[src/rtl/mc_ctrl_fsm_if.sv]
// Control bundle between the multi-cycle sequencer and the MIPS datapath.
// master = sequencer side, slave = datapath side.
interface mc_ctrl_fsm_if;
  logic [5:0] opcode;
  logic [4:0] rt;
  logic [4:0] rd;
  logic       mem_ready;
  logic       pc_write;
  logic       pc_write_cond;
  logic [1:0] pc_source;
  logic       iord;
  logic       mem_read;
  logic       mem_write;
  logic [1:0] mem_size;
  logic       ir_write;
  logic       alu_src_a;
  logic [1:0] alu_src_b;
  logic [1:0] alu_op;
  logic       reg_dst;
  logic       mem_to_reg;
  logic       reg_write;
  logic       instr_done;
  logic       illegal_op;
  logic       bus_err;
  logic [3:0] state;

  modport master (
    input  opcode, rt, rd, mem_ready,
    output pc_write, pc_write_cond, pc_source, iord,
    output mem_read, mem_write, mem_size, ir_write,
    output alu_src_a, alu_src_b, alu_op, reg_dst,
    output mem_to_reg, reg_write, instr_done,
    output illegal_op, bus_err, state
  );

  modport slave (
    output opcode, rt, rd, mem_ready,
    input  pc_write, pc_write_cond, pc_source, iord,
    input  mem_read, mem_write, mem_size, ir_write,
    input  alu_src_a, alu_src_b, alu_op, reg_dst,
    input  mem_to_reg, reg_write, instr_done,
    input  illegal_op, bus_err, state
  );
endinterface

[src/rtl/mc_ctrl_fsm.sv]
// Multi-cycle MIPS control sequencer: FETCH/DECODE/EXEC/MEM/WB with a
// memory-ready handshake and per-access timeout.
module mc_ctrl_fsm #(
  parameter int unsigned MEM_TIMEOUT = 16,
  parameter int unsigned CNT_W       = 8
) (
  input  logic          clk,
  input  logic          rst,
  mc_ctrl_fsm_if.master bus
);
  typedef enum logic [3:0] {
    FETCH  = 4'd0,
    DECODE = 4'd1,
    MEMADR = 4'd2,
    MEMRD  = 4'd3,
    MEMWB  = 4'd4,
    MEMWR  = 4'd5,
    EXEC   = 4'd6,
    ALUWB  = 4'd7,
    BRANCH = 4'd8,
    JUMP   = 4'd9,
    ADDIEX = 4'd10,
    ADDIWB = 4'd11
  } state_e;

  localparam bit               TMO_EN = (MEM_TIMEOUT != 0);
  localparam logic [CNT_W-1:0] TMO    = CNT_W'(MEM_TIMEOUT);
  localparam logic [CNT_W-1:0] CMAX   = '1;

  state_e           state_q, state_d;
  logic [CNT_W-1:0] cnt_q, cnt_d;

  logic       wait_st, rdy, tmo;
  logic       is_r, is_j, is_beq, is_addi;
  logic       is_ld, is_st;
  logic [1:0] size;

  assign wait_st = (state_q == FETCH) ||
                   (state_q == MEMRD) ||
                   (state_q == MEMWR);
  assign rdy = wait_st && bus.mem_ready;
  // ready on the timeout cycle takes priority
  assign tmo = TMO_EN && wait_st &&
               !bus.mem_ready && (cnt_q == TMO);

  always_comb begin
    is_r    = 1'b0;
    is_j    = 1'b0;
    is_beq  = 1'b0;
    is_addi = 1'b0;
    is_ld   = 1'b0;
    is_st   = 1'b0;
    unique case (1'b1)
      bus.opcode == 6'b000000: is_r = 1'b1;
      bus.opcode == 6'b000010: is_j = 1'b1;
      bus.opcode == 6'b000100: is_beq = 1'b1;
      bus.opcode == 6'b001000: is_addi = 1'b1;
      bus.opcode inside {6'b100011, 6'b100001, 6'b100000}:
        is_ld = 1'b1;
      bus.opcode inside {6'b101011, 6'b101001, 6'b101000}:
        is_st = 1'b1;
      default: ;
    endcase
  end

  always_comb begin
    unique case (bus.opcode[1:0])
      2'b01:   size = 2'b01;
      2'b00:   size = 2'b10;
      default: size = 2'b00;
    endcase
  end

  always_comb begin
    state_d = state_q;
    unique case (state_q)
      FETCH:  if (rdy) state_d = DECODE;
              else if (tmo) state_d = FETCH;
      DECODE: begin
        unique case (1'b1)
          is_r:           state_d = EXEC;
          is_j:           state_d = JUMP;
          is_beq:         state_d = BRANCH;
          is_addi:        state_d = ADDIEX;
          is_ld || is_st: state_d = MEMADR;
          default:        state_d = FETCH;
        endcase
      end
      MEMADR: state_d = bus.opcode[3] ? MEMWR : MEMRD;
      MEMRD:  if (rdy) state_d = MEMWB;
              else if (tmo) state_d = FETCH;
      MEMWR:  if (rdy || tmo) state_d = FETCH;
      EXEC:   state_d = ALUWB;
      ADDIEX: state_d = ADDIWB;
      MEMWB, ALUWB, BRANCH, JUMP, ADDIWB:
              state_d = FETCH;
      default: state_d = FETCH;
    endcase
  end

  always_comb begin
    cnt_d = '0;
    if (wait_st && !bus.mem_ready && !tmo)
      cnt_d = (cnt_q == CMAX) ? cnt_q : cnt_q + 1'b1;
  end

  always_ff @(posedge clk) begin
    if (rst) begin
      state_q <= FETCH;
      cnt_q   <= '0;
    end else begin
      state_q <= state_d;
      cnt_q   <= cnt_d;
    end
  end

  always_comb begin
    bus.pc_write      = 1'b0;
    bus.pc_write_cond = 1'b0;
    bus.pc_source     = 2'b00;
    bus.iord          = 1'b0;
    bus.mem_read      = 1'b0;
    bus.mem_write     = 1'b0;
    bus.mem_size      = 2'b00;
    bus.ir_write      = 1'b0;
    bus.alu_src_a     = 1'b0;
    bus.alu_src_b     = 2'b00;
    bus.alu_op        = 2'b00;
    bus.reg_dst       = 1'b0;
    bus.mem_to_reg    = 1'b0;
    bus.reg_write     = 1'b0;
    bus.instr_done    = 1'b0;
    bus.illegal_op    = 1'b0;
    bus.bus_err       = 1'b0;
    bus.state         = 4'd0;
    if (!rst) begin
      bus.state   = state_q;
      bus.bus_err = tmo;
      unique case (state_q)
        FETCH: begin
          bus.mem_read  = !tmo;
          bus.alu_src_b = 2'b01;
          bus.ir_write  = rdy;
          bus.pc_write  = rdy;
        end
        DECODE: begin
          bus.alu_src_b  = 2'b11;
          bus.illegal_op = !(is_r || is_j || is_beq ||
                             is_addi || is_ld || is_st);
        end
        MEMADR, ADDIEX: begin
          bus.alu_src_a = 1'b1;
          bus.alu_src_b = 2'b10;
        end
        MEMRD: begin
          bus.mem_read = !tmo;
          bus.iord     = 1'b1;
          bus.mem_size = size;
        end
        MEMWB: begin
          bus.mem_to_reg = 1'b1;
          bus.reg_write  = (bus.rt != 5'd0);
          bus.instr_done = 1'b1;
        end
        MEMWR: begin
          bus.mem_write  = !tmo;
          bus.iord       = 1'b1;
          bus.mem_size   = size;
          bus.instr_done = rdy;
        end
        EXEC: begin
          bus.alu_src_a = 1'b1;
          bus.alu_op    = 2'b10;
        end
        ALUWB: begin
          bus.reg_dst    = 1'b1;
          bus.reg_write  = (bus.rd != 5'd0);
          bus.instr_done = 1'b1;
        end
        BRANCH: begin
          bus.alu_src_a     = 1'b1;
          bus.alu_op        = 2'b01;
          bus.pc_write_cond = 1'b1;
          bus.pc_source     = 2'b01;
          bus.instr_done    = 1'b1;
        end
        JUMP: begin
          bus.pc_write   = 1'b1;
          bus.pc_source  = 2'b10;
          bus.instr_done = 1'b1;
        end
        ADDIWB: begin
          bus.reg_write  = (bus.rt != 5'd0);
          bus.instr_done = 1'b1;
        end
        default: bus.state = 4'd0;
      endcase
    end
  end
endmodule

[src/flat_wrapper.sv]
// flat-port wrapper written by rule: the top's interface ports become plain ports
module mc_ctrl_fsm_flat 
#(
  parameter int unsigned MEM_TIMEOUT = 16,
  parameter int unsigned CNT_W       = 8
)
  (clk, rst, bus_opcode, bus_rt, bus_rd, bus_mem_ready, bus_pc_write, bus_pc_write_cond, bus_pc_source, bus_iord, bus_mem_read, bus_mem_write, bus_mem_size, bus_ir_write, bus_alu_src_a, bus_alu_src_b, bus_alu_op, bus_reg_dst, bus_mem_to_reg, bus_reg_write, bus_instr_done, bus_illegal_op, bus_bus_err, bus_state);
  mc_ctrl_fsm_if bus_i ();
  input  logic clk;
  input  logic rst;
  input wire logic [$bits(bus_i.opcode)-1:0] bus_opcode;
  input wire logic [$bits(bus_i.rt)-1:0] bus_rt;
  input wire logic [$bits(bus_i.rd)-1:0] bus_rd;
  input wire logic [$bits(bus_i.mem_ready)-1:0] bus_mem_ready;
  output wire logic [$bits(bus_i.pc_write)-1:0] bus_pc_write;
  output wire logic [$bits(bus_i.pc_write_cond)-1:0] bus_pc_write_cond;
  output wire logic [$bits(bus_i.pc_source)-1:0] bus_pc_source;
  output wire logic [$bits(bus_i.iord)-1:0] bus_iord;
  output wire logic [$bits(bus_i.mem_read)-1:0] bus_mem_read;
  output wire logic [$bits(bus_i.mem_write)-1:0] bus_mem_write;
  output wire logic [$bits(bus_i.mem_size)-1:0] bus_mem_size;
  output wire logic [$bits(bus_i.ir_write)-1:0] bus_ir_write;
  output wire logic [$bits(bus_i.alu_src_a)-1:0] bus_alu_src_a;
  output wire logic [$bits(bus_i.alu_src_b)-1:0] bus_alu_src_b;
  output wire logic [$bits(bus_i.alu_op)-1:0] bus_alu_op;
  output wire logic [$bits(bus_i.reg_dst)-1:0] bus_reg_dst;
  output wire logic [$bits(bus_i.mem_to_reg)-1:0] bus_mem_to_reg;
  output wire logic [$bits(bus_i.reg_write)-1:0] bus_reg_write;
  output wire logic [$bits(bus_i.instr_done)-1:0] bus_instr_done;
  output wire logic [$bits(bus_i.illegal_op)-1:0] bus_illegal_op;
  output wire logic [$bits(bus_i.bus_err)-1:0] bus_bus_err;
  output wire logic [$bits(bus_i.state)-1:0] bus_state;
  assign bus_i.opcode = bus_opcode;
  assign bus_i.rt = bus_rt;
  assign bus_i.rd = bus_rd;
  assign bus_i.mem_ready = bus_mem_ready;
  assign bus_pc_write = bus_i.pc_write;
  assign bus_pc_write_cond = bus_i.pc_write_cond;
  assign bus_pc_source = bus_i.pc_source;
  assign bus_iord = bus_i.iord;
  assign bus_mem_read = bus_i.mem_read;
  assign bus_mem_write = bus_i.mem_write;
  assign bus_mem_size = bus_i.mem_size;
  assign bus_ir_write = bus_i.ir_write;
  assign bus_alu_src_a = bus_i.alu_src_a;
  assign bus_alu_src_b = bus_i.alu_src_b;
  assign bus_alu_op = bus_i.alu_op;
  assign bus_reg_dst = bus_i.reg_dst;
  assign bus_mem_to_reg = bus_i.mem_to_reg;
  assign bus_reg_write = bus_i.reg_write;
  assign bus_instr_done = bus_i.instr_done;
  assign bus_illegal_op = bus_i.illegal_op;
  assign bus_bus_err = bus_i.bus_err;
  assign bus_state = bus_i.state;
  mc_ctrl_fsm #(.MEM_TIMEOUT(MEM_TIMEOUT), .CNT_W(CNT_W)) u_core (.clk(clk), .rst(rst), .bus(bus_i));
endmodule
[config.mk]
export PLATFORM = sky130hd
export DESIGN_NAME = mc_ctrl_fsm_flat
export DESIGN_NICKNAME = d
export VERILOG_FILES = /design/src/rtl/mc_ctrl_fsm_if.sv /design/src/rtl/mc_ctrl_fsm.sv /design/src/flat_wrapper.sv
export SDC_FILE = /design/constraint.sdc
export NUM_CORES = 1
export LEC_CHECK = 0
export CORE_MARGIN = 2
export CORE_UTILIZATION = 47
export CTS_CLUSTER_SIZE = 25
export DETAILED_ROUTE_END_ITERATION = 6
export DONT_BUFFER_PORTS = 1
export HOLD_SLACK_MARGIN = 0.05
export SKIP_CTS_REPAIR_TIMING = 1
export SLEW_MARGIN = 15
export SYNTH_ARGS = -nofsm -noshare
export SYNTH_HDL_FRONTEND = slang
export SYNTH_SLANG_ARGS = --single-unit
[constraint.sdc]
create_clock -name clk -period 3 [get_ports clk]
set_input_delay 0.6 -clock clk [delete_from_list [all_inputs] [get_ports clk]]
set_output_delay 0.6 -clock clk [all_outputs]
set_load 0.1 [all_outputs]
==> results.toml, run 1 <==
[layout]
areaGrowthSynthToFinish_pct = 45.5
multi_input_gate_area_in_the_final_layout_um2 = 863
mostFrequentLayoutCells = "20 x sky130_fd_sc_hd__buf_4, 13 x sky130_fd_sc_hd__nor2_1, 12 x sky130_fd_sc_hd__dfxtp_1"
finish.cell_count_without_fillers = 196
final_nets = 190
diodes = 0
final_layout_size_suffix_gt1_share_pct = 31.0
layout.cell_area.non_filler_um2 = 1540
area.sequential_um2 = 240
mostFrequentLayoutCell = "sky130_fd_sc_hd__buf_4"
num-fill-cells = 185

[power_and_ir_drop]
post-layout-total-power_w = 0.000418
vdd_ir_drop_max_mv = 0.299
p_leak_nw = 0.633
power_density_nw_per_um2 = 271

[setup_path]
worstSetupPathType = "reg -> out"
crit_arrival_ps = 2180
critical_path_peak_fanout = 10
data_required_time_of_the_critical_path_ps = 2400
end_kind = "output port"
cp-start-kind = "register"

[floorplan]
die_y_um = 51.5
fp.coreArea_um2 = 2170
io-pin-count = 44
floorplan.die.width_um = 51.5
rows = 17
design.die.area_um2 = 2650
floorplan.initialDensity_pct = 48.8

[sta]
final-setup-viol-count = 0
finalCriticalPeriod_ps = 2780
fin_skew_ps = 4.10
worst_pin_slew_ps = 577
grt_setup_unrepaired = "false"
final-hold-violation-count = 0
fmaxAchievable_mhz = 360
hold_ws_ps = 403
finalMaxSlewViolations = 0
worst_slew_margin_rel_pct = 61.2
period_share_pct = 92.6

[placed_design]
detailed_place_hpwl_mm = 2.47
io_buf_count = 0
place_area_um2 = 1500
place.gp.congestion = 0.867
post-place-cells = 192

[cts]
insertion_delay_ps = 280
cts-buffers-inserted = 3
cts_root_buffer = "sky130_fd_sc_hd__clkbuf_4"
cts_max_path_buffers = 2
cts_max_level = 1
tritoncts = "done"
clock_sinks = 12
clock_transition_at_the_registers_of_the_reported_paths_ps = 80

[grt]
most_heavily_used_metal_layer_in_global_routing = "met2"
grt_pass1_vias = 1068
grt_start_max_net_pins = 22
grt_overflow = 0
grt_use_met3_pct = 2.63
grt_use_met1_pct = 30.0
grt_antenna_before_repair = 0
track_usage_pct = 24.1
global_route_wire_length_before_repair_mm = 4.86
grt_util_met2_pct = 42.7

[logic_synthesis]
yosys_warnings = 0
part_of_the_yosys_area_used_for_sequential_elements_pct = 22.7
ys_ff_latch = 12
netlist-cell-type-count = 47
synthFlopType = "sky130_fd_sc_hd__dfxtp_1"
syn_inst = 147
syn_area_per_cell_um2 = 7.20
post_synthesis_async_set_or_reset_flop_share_pct = 0
mappedNetlistArea_um2 = 1060
synth_fp_nets = 168
number_of_synthesized_flops_with_an_enable_pin = 0

[detailed_routing]
drt-vias-per-instance = 6.27
routed_wl_mm = 3.12
first_pass_iteration_count_of_the_detailed_router = 4
drtIter0Drc = 46
postRouteAntennaNets = 0
route.detailed.drc = 0
drt-wirelength-per-cell_um = 15.9
dr_total_vias = 1229

[outcome]
run_status = "completed"

[run]
cap_viol_max_count = 0

[min_path]
worst_hold_path_type = "in -> reg"
[final cells by class]
| class | count | area share (%) |
|---|---|---|
| Tap cell | 28 | 2.27 |
| Clock buffer | 4 | 2.36 |
| Sequential cell | 12 | 15.6 |
| Timing Repair Buffer | 28 | 21.8 |
| Multi-Input combinational cell | 116 | 56.1 |
| Inverter | 8 | 1.95 |
[cell usage after synthesis (all sizes together), types with 2 or more instances]
cell type,count,area (um^2)
a211oi,5,37.5
nand4,3,18.8
xor2,3,26.3
nand2,6,22.5
nor3,15,75.1
buf,6,26.3
nand3,4,20.0
and2,3,18.8
dfxtp,12,240
nor2,16,60.1
a311oi,2,17.5
ha,2,25.0
a21o,2,15.0
nand2b,4,32.5
clkbuf,5,18.8
inv,8,30.0
mux2i,3,30.0
a21oi,5,25.0
and4,3,26.3
o21ai,5,25.0
a31oi,6,37.5
and3,3,18.8
nor4,2,12.5
nor2b,4,25.0
[cell families after synthesis]
| group | Yosys count | share of synthesized area (%) |
|---|---|---|
| XOR/XNOR | 4 | 3.31 |
| buffers and inverters | 19 | 7.09 |
| multiplexers | 3 | 2.84 |
| adder cells (fa/ha/maj) | 3 | 3.31 |
| AND/OR/NAND/NOR | 73 | 39.0 |
| AO/OA/AOI/OAI | 33 | 21.8 |
| flip-flops | 12 | 22.7 |
[registers in the layout, indices dropped and copies added, names as in the netlist]
name	cells
u_core.state_q	4
u_core.cnt_q	8
[worst paths after layout]
path / from / end / slack [ps] / depth (start not counted)
setup / recovery: u_core.state_q[0]$_SDFFE_PP0P_ / bus_illegal_op / 220 / 5
setup reg to reg: u_core.state_q[1]$_SDFFE_PP0P_ / u_core.state_q[1]$_SDFFE_PP0P_ / 1090 / 4
hold reg to reg: u_core.cnt_q[5]$_SDFFE_PP0P_ / u_core.cnt_q[5]$_SDFFE_PP0P_ / 530 / 1
hold / removal: rst / u_core.state_q[1]$_SDFFE_PP0P_ / 400 / 1
[stage by stage]
step / worst slack, ps / util (%) / setup TNS (ps)
2_1_floorplan: -698 / - / -4440
3_3_place_gp: 587 / 69.3 / 0
3_5_place_dp: 548 / 69.3 / 0
4_1_cts: 226 / 71.0 / 0
5_1_grt: 115 / 71.0 / 0
6_report: 222 / 71.0 / 0
[power breakdown]
group          internal [W]  total, W  switching (W)
logic             0.0000346  0.000114      0.0000796
registers          0.000162  0.000169     0.00000746
clock network     0.0000740  0.000134      0.0000602
total              0.000270  0.000418       0.000147
[critical path, stage by stage (launching register included)]
cell and delay [ps]:
sky130_fd_sc_hd__dfxtp_1 570, sky130_fd_sc_hd__nor2b_1 290, sky130_fd_sc_hd__nor2b_1 390, sky130_fd_sc_hd__nand2_1 150, sky130_fd_sc_hd__a2111oi_4 270, sky130_fd_sc_hd__buf_12 220
[per-layer routing]
layer / wire (um) / part of all wire (%)
met3: 104 / 3.3
met5: 0 / 0
met1: 1310 / 42
met2: 1680 / 54
met4: 30 / 0.96
Note: power is estimated with default switching activity, not from simulation.
==> run 2, diff against run 1 <==
==> constraint.sdc (replaced) <==
create_clock -name clk -period 2.9 [get_ports clk]
set_input_delay 0.58 -clock clk [delete_from_list [all_inputs] [get_ports clk]]
set_output_delay 0.58 -clock clk [all_outputs]
set_load 0.1 [all_outputs]
==> results.toml, run 2 (same netlist as run 1, synthesis figures left out) <==
[layout]
final_layout_size_suffix_gt1_share_pct = 31.0
regMostFlops = "u_core.cnt_q"
finish.cell_count_without_fillers = 196
final_nets = 191
mostFrequentLayoutCell = "sky130_fd_sc_hd__buf_4"
mostFrequentLayoutCells = "18 x sky130_fd_sc_hd__buf_4, 13 x sky130_fd_sc_hd__nor2_1, 12 x sky130_fd_sc_hd__dfxtp_1"
largestRegisters = "u_core.cnt_q x8, u_core.state_q x4"
diodes = 0
areaGrowthSynthToFinish_pct = 48.0
largest_reg_flops = 8

[sta]
finalCriticalPeriod_ps = 2600
final-hold-violation-count = 0
totalNegativeSetupSlack_ps = 0
final-setup-viol-count = 0
fmaxAchievable_mhz = 384
setup_slack_ps = 298
worst_slew_margin_rel_pct = 59.0
period_share_pct = 89.7
fin_skew_ps = 9.64
worst_pin_slew_ps = 609
grt_setup_unrepaired = "false"
finalMaxSlewViolations = 0

[floorplan]
rows = 17
fp.coreArea_um2 = 2170
design.die.area_um2 = 2650
die_y_um = 51.5
floorplan.die.width_um = 51.5
io-pin-count = 44
floorplan.initialDensity_pct = 48.8

[power_and_ir_drop]
power_density_nw_per_um2 = 253
power_report.internal_total_w = 0.000254
power.share.combinational_pct = 31.2
clockPowerShare_pct = 25.1
switch_share_pct = 36.0
vdd_ir_drop_max_mv = 0.262
p_leak_nw = 0.642
seq_power_share_pct = 43.7
netsw_w = 0.000143

[grt]
grt_pass1_vias = 1136
grt_start_max_net_pins = 22
grt_overflow = 0
track_usage_pct = 25.8
grt_antenna_before_repair = 0
global_route_wire_length_before_repair_mm = 5.22

[cts]
clock_sinks = 12
cts_root_buffer = "sky130_fd_sc_hd__clkbuf_4"
cts-buffers-inserted = 3
cts_max_path_buffers = 2
clock_transition_at_the_registers_of_the_reported_paths_ps = 70
tritoncts = "done"
insertion_delay_ps = 280
cts_max_level = 1

[placed_design]
dp_slack_ps = 544
io_buf_count = 0
detailed_place_hpwl_mm = 2.47
place.gp.congestion = 0.880
post-place-cells = 193

[detailed_routing]
dr_total_vias = 1208
postRouteAntennaNets = 0
route.detailed.drc = 0
first_pass_iteration_count_of_the_detailed_router = 4
routed_wl_mm = 3.10
drt-vias-per-instance = 6.16
drt-wirelength-per-cell_um = 15.8
drtIter0Drc = 32

[setup_path]
end_kind = "output port"
data_required_time_of_the_critical_path_ps = 2320
critical_path_peak_fanout = 5
critical_path.reg2reg.endpoint = "u_core.state_q[1]$_SDFFE_PP0P_"
reg2regPathDepth = 4
cp-start-kind = "register"
critical_path.startpoint = "u_core.state_q[0]$_SDFFE_PP0P_"
worstSetupPathType = "reg -> out"
crit_arrival_ps = 2020
reg2reg_from = "u_core.state_q[1]$_SDFFE_PP0P_"
r2r_slack_ps = 1080

[min_path]
worst_hold_path_type = "in -> reg"
hp-start = "rst"
hold_end = "u_core.state_q[1]$_SDFFE_PP0P_"
timing.hold.worst_path_depth = 1

[outcome]
run_status = "completed"

[run]
cap_viol_max_count = 0
==> run 2: cell count changes in the layout (fill, tap and decap cells not counted) <==
cell,change
sky130_fd_sc_hd__and3b_2,+1
sky130_fd_sc_hd__and3b_4,-1
sky130_fd_sc_hd__buf_12,+3
sky130_fd_sc_hd__buf_4,-2
sky130_fd_sc_hd__clkbuf_8,-1
sky130_fd_sc_hd__or2_2,+1
sky130_fd_sc_hd__or2_4,-1
==> run 2: metrics by stage <==
stage | power (W) | cell area (um^2) | util, % | hold slack [ps]
after global routing | 0.000412 | 1570 | 72.2 | 382
after detailed placement | 0.000301 | 1540 | 71.2 | 497
after global placement | 0.000298 | 1540 | 71.2 | 470
after floorplan | 0.000272 | 1110 | - | 454
after CTS | 0.000399 | 1570 | 72.2 | 378
final | 0.000396 | 1570 | 72.2 | 385
==> run 2: worst max path at each step <==
stage | cells after the start | to
3_5_place_dp | 4 | bus_illegal_op
4_1_cts | 5 | bus_mem_size[0]
5_1_grt | 5 | bus_mem_size[0]
3_3_place_gp | 4 | bus_illegal_op
2_1_floorplan | 5 | bus_mem_size[0]
6_report | 5 | bus_mem_size[0]
==> run 2: power by group through the flow <==
stage          clock network (W)  registers [W]   logic, W
4_1_cts                 0.000102       0.000173   0.000124
3_3_place_gp                   0       0.000177   0.000121
6_report               0.0000997       0.000173   0.000124
5_1_grt                 0.000107       0.000174   0.000131
3_5_place_dp                   0       0.000177   0.000124
2_1_floorplan                  0       0.000174  0.0000983
==> run 2: worst max-delay path, stage by stage, from the launching register on <==
cell and delay, ps:
sky130_fd_sc_hd__dfxtp_1 450, sky130_fd_sc_hd__nor2b_1 280, sky130_fd_sc_hd__nor2b_1 360, sky130_fd_sc_hd__nand2_1 180, sky130_fd_sc_hd__nor3_2 230, sky130_fd_sc_hd__clkbuf_16 250
==> run 2: routing by layer <==
layer  track usage, %  part of all wire (%)  routed length [um]  vias up
met4             11.8                   2.0                  63        0
met5                0                     0                   0        -
met3             1.17                   4.2                 131        7
met1             30.9                    39                1220      576
li1                 -                     -                   -      584
met2             47.0                    54                1680       41
==> run 2: cell type report <==
| class | count | area [um^2] |
|---|---|---|
| inverters | 8 | 30.0 |
| repair buffers | 29 | 380 |
| clock buffers | 3 | 22.5 |
| fillers | 179 | 603 |
| multi-input cells | 116 | 858 |
| well taps | 28 | 35.0 |
| flip-flops and latches | 12 | 240 |
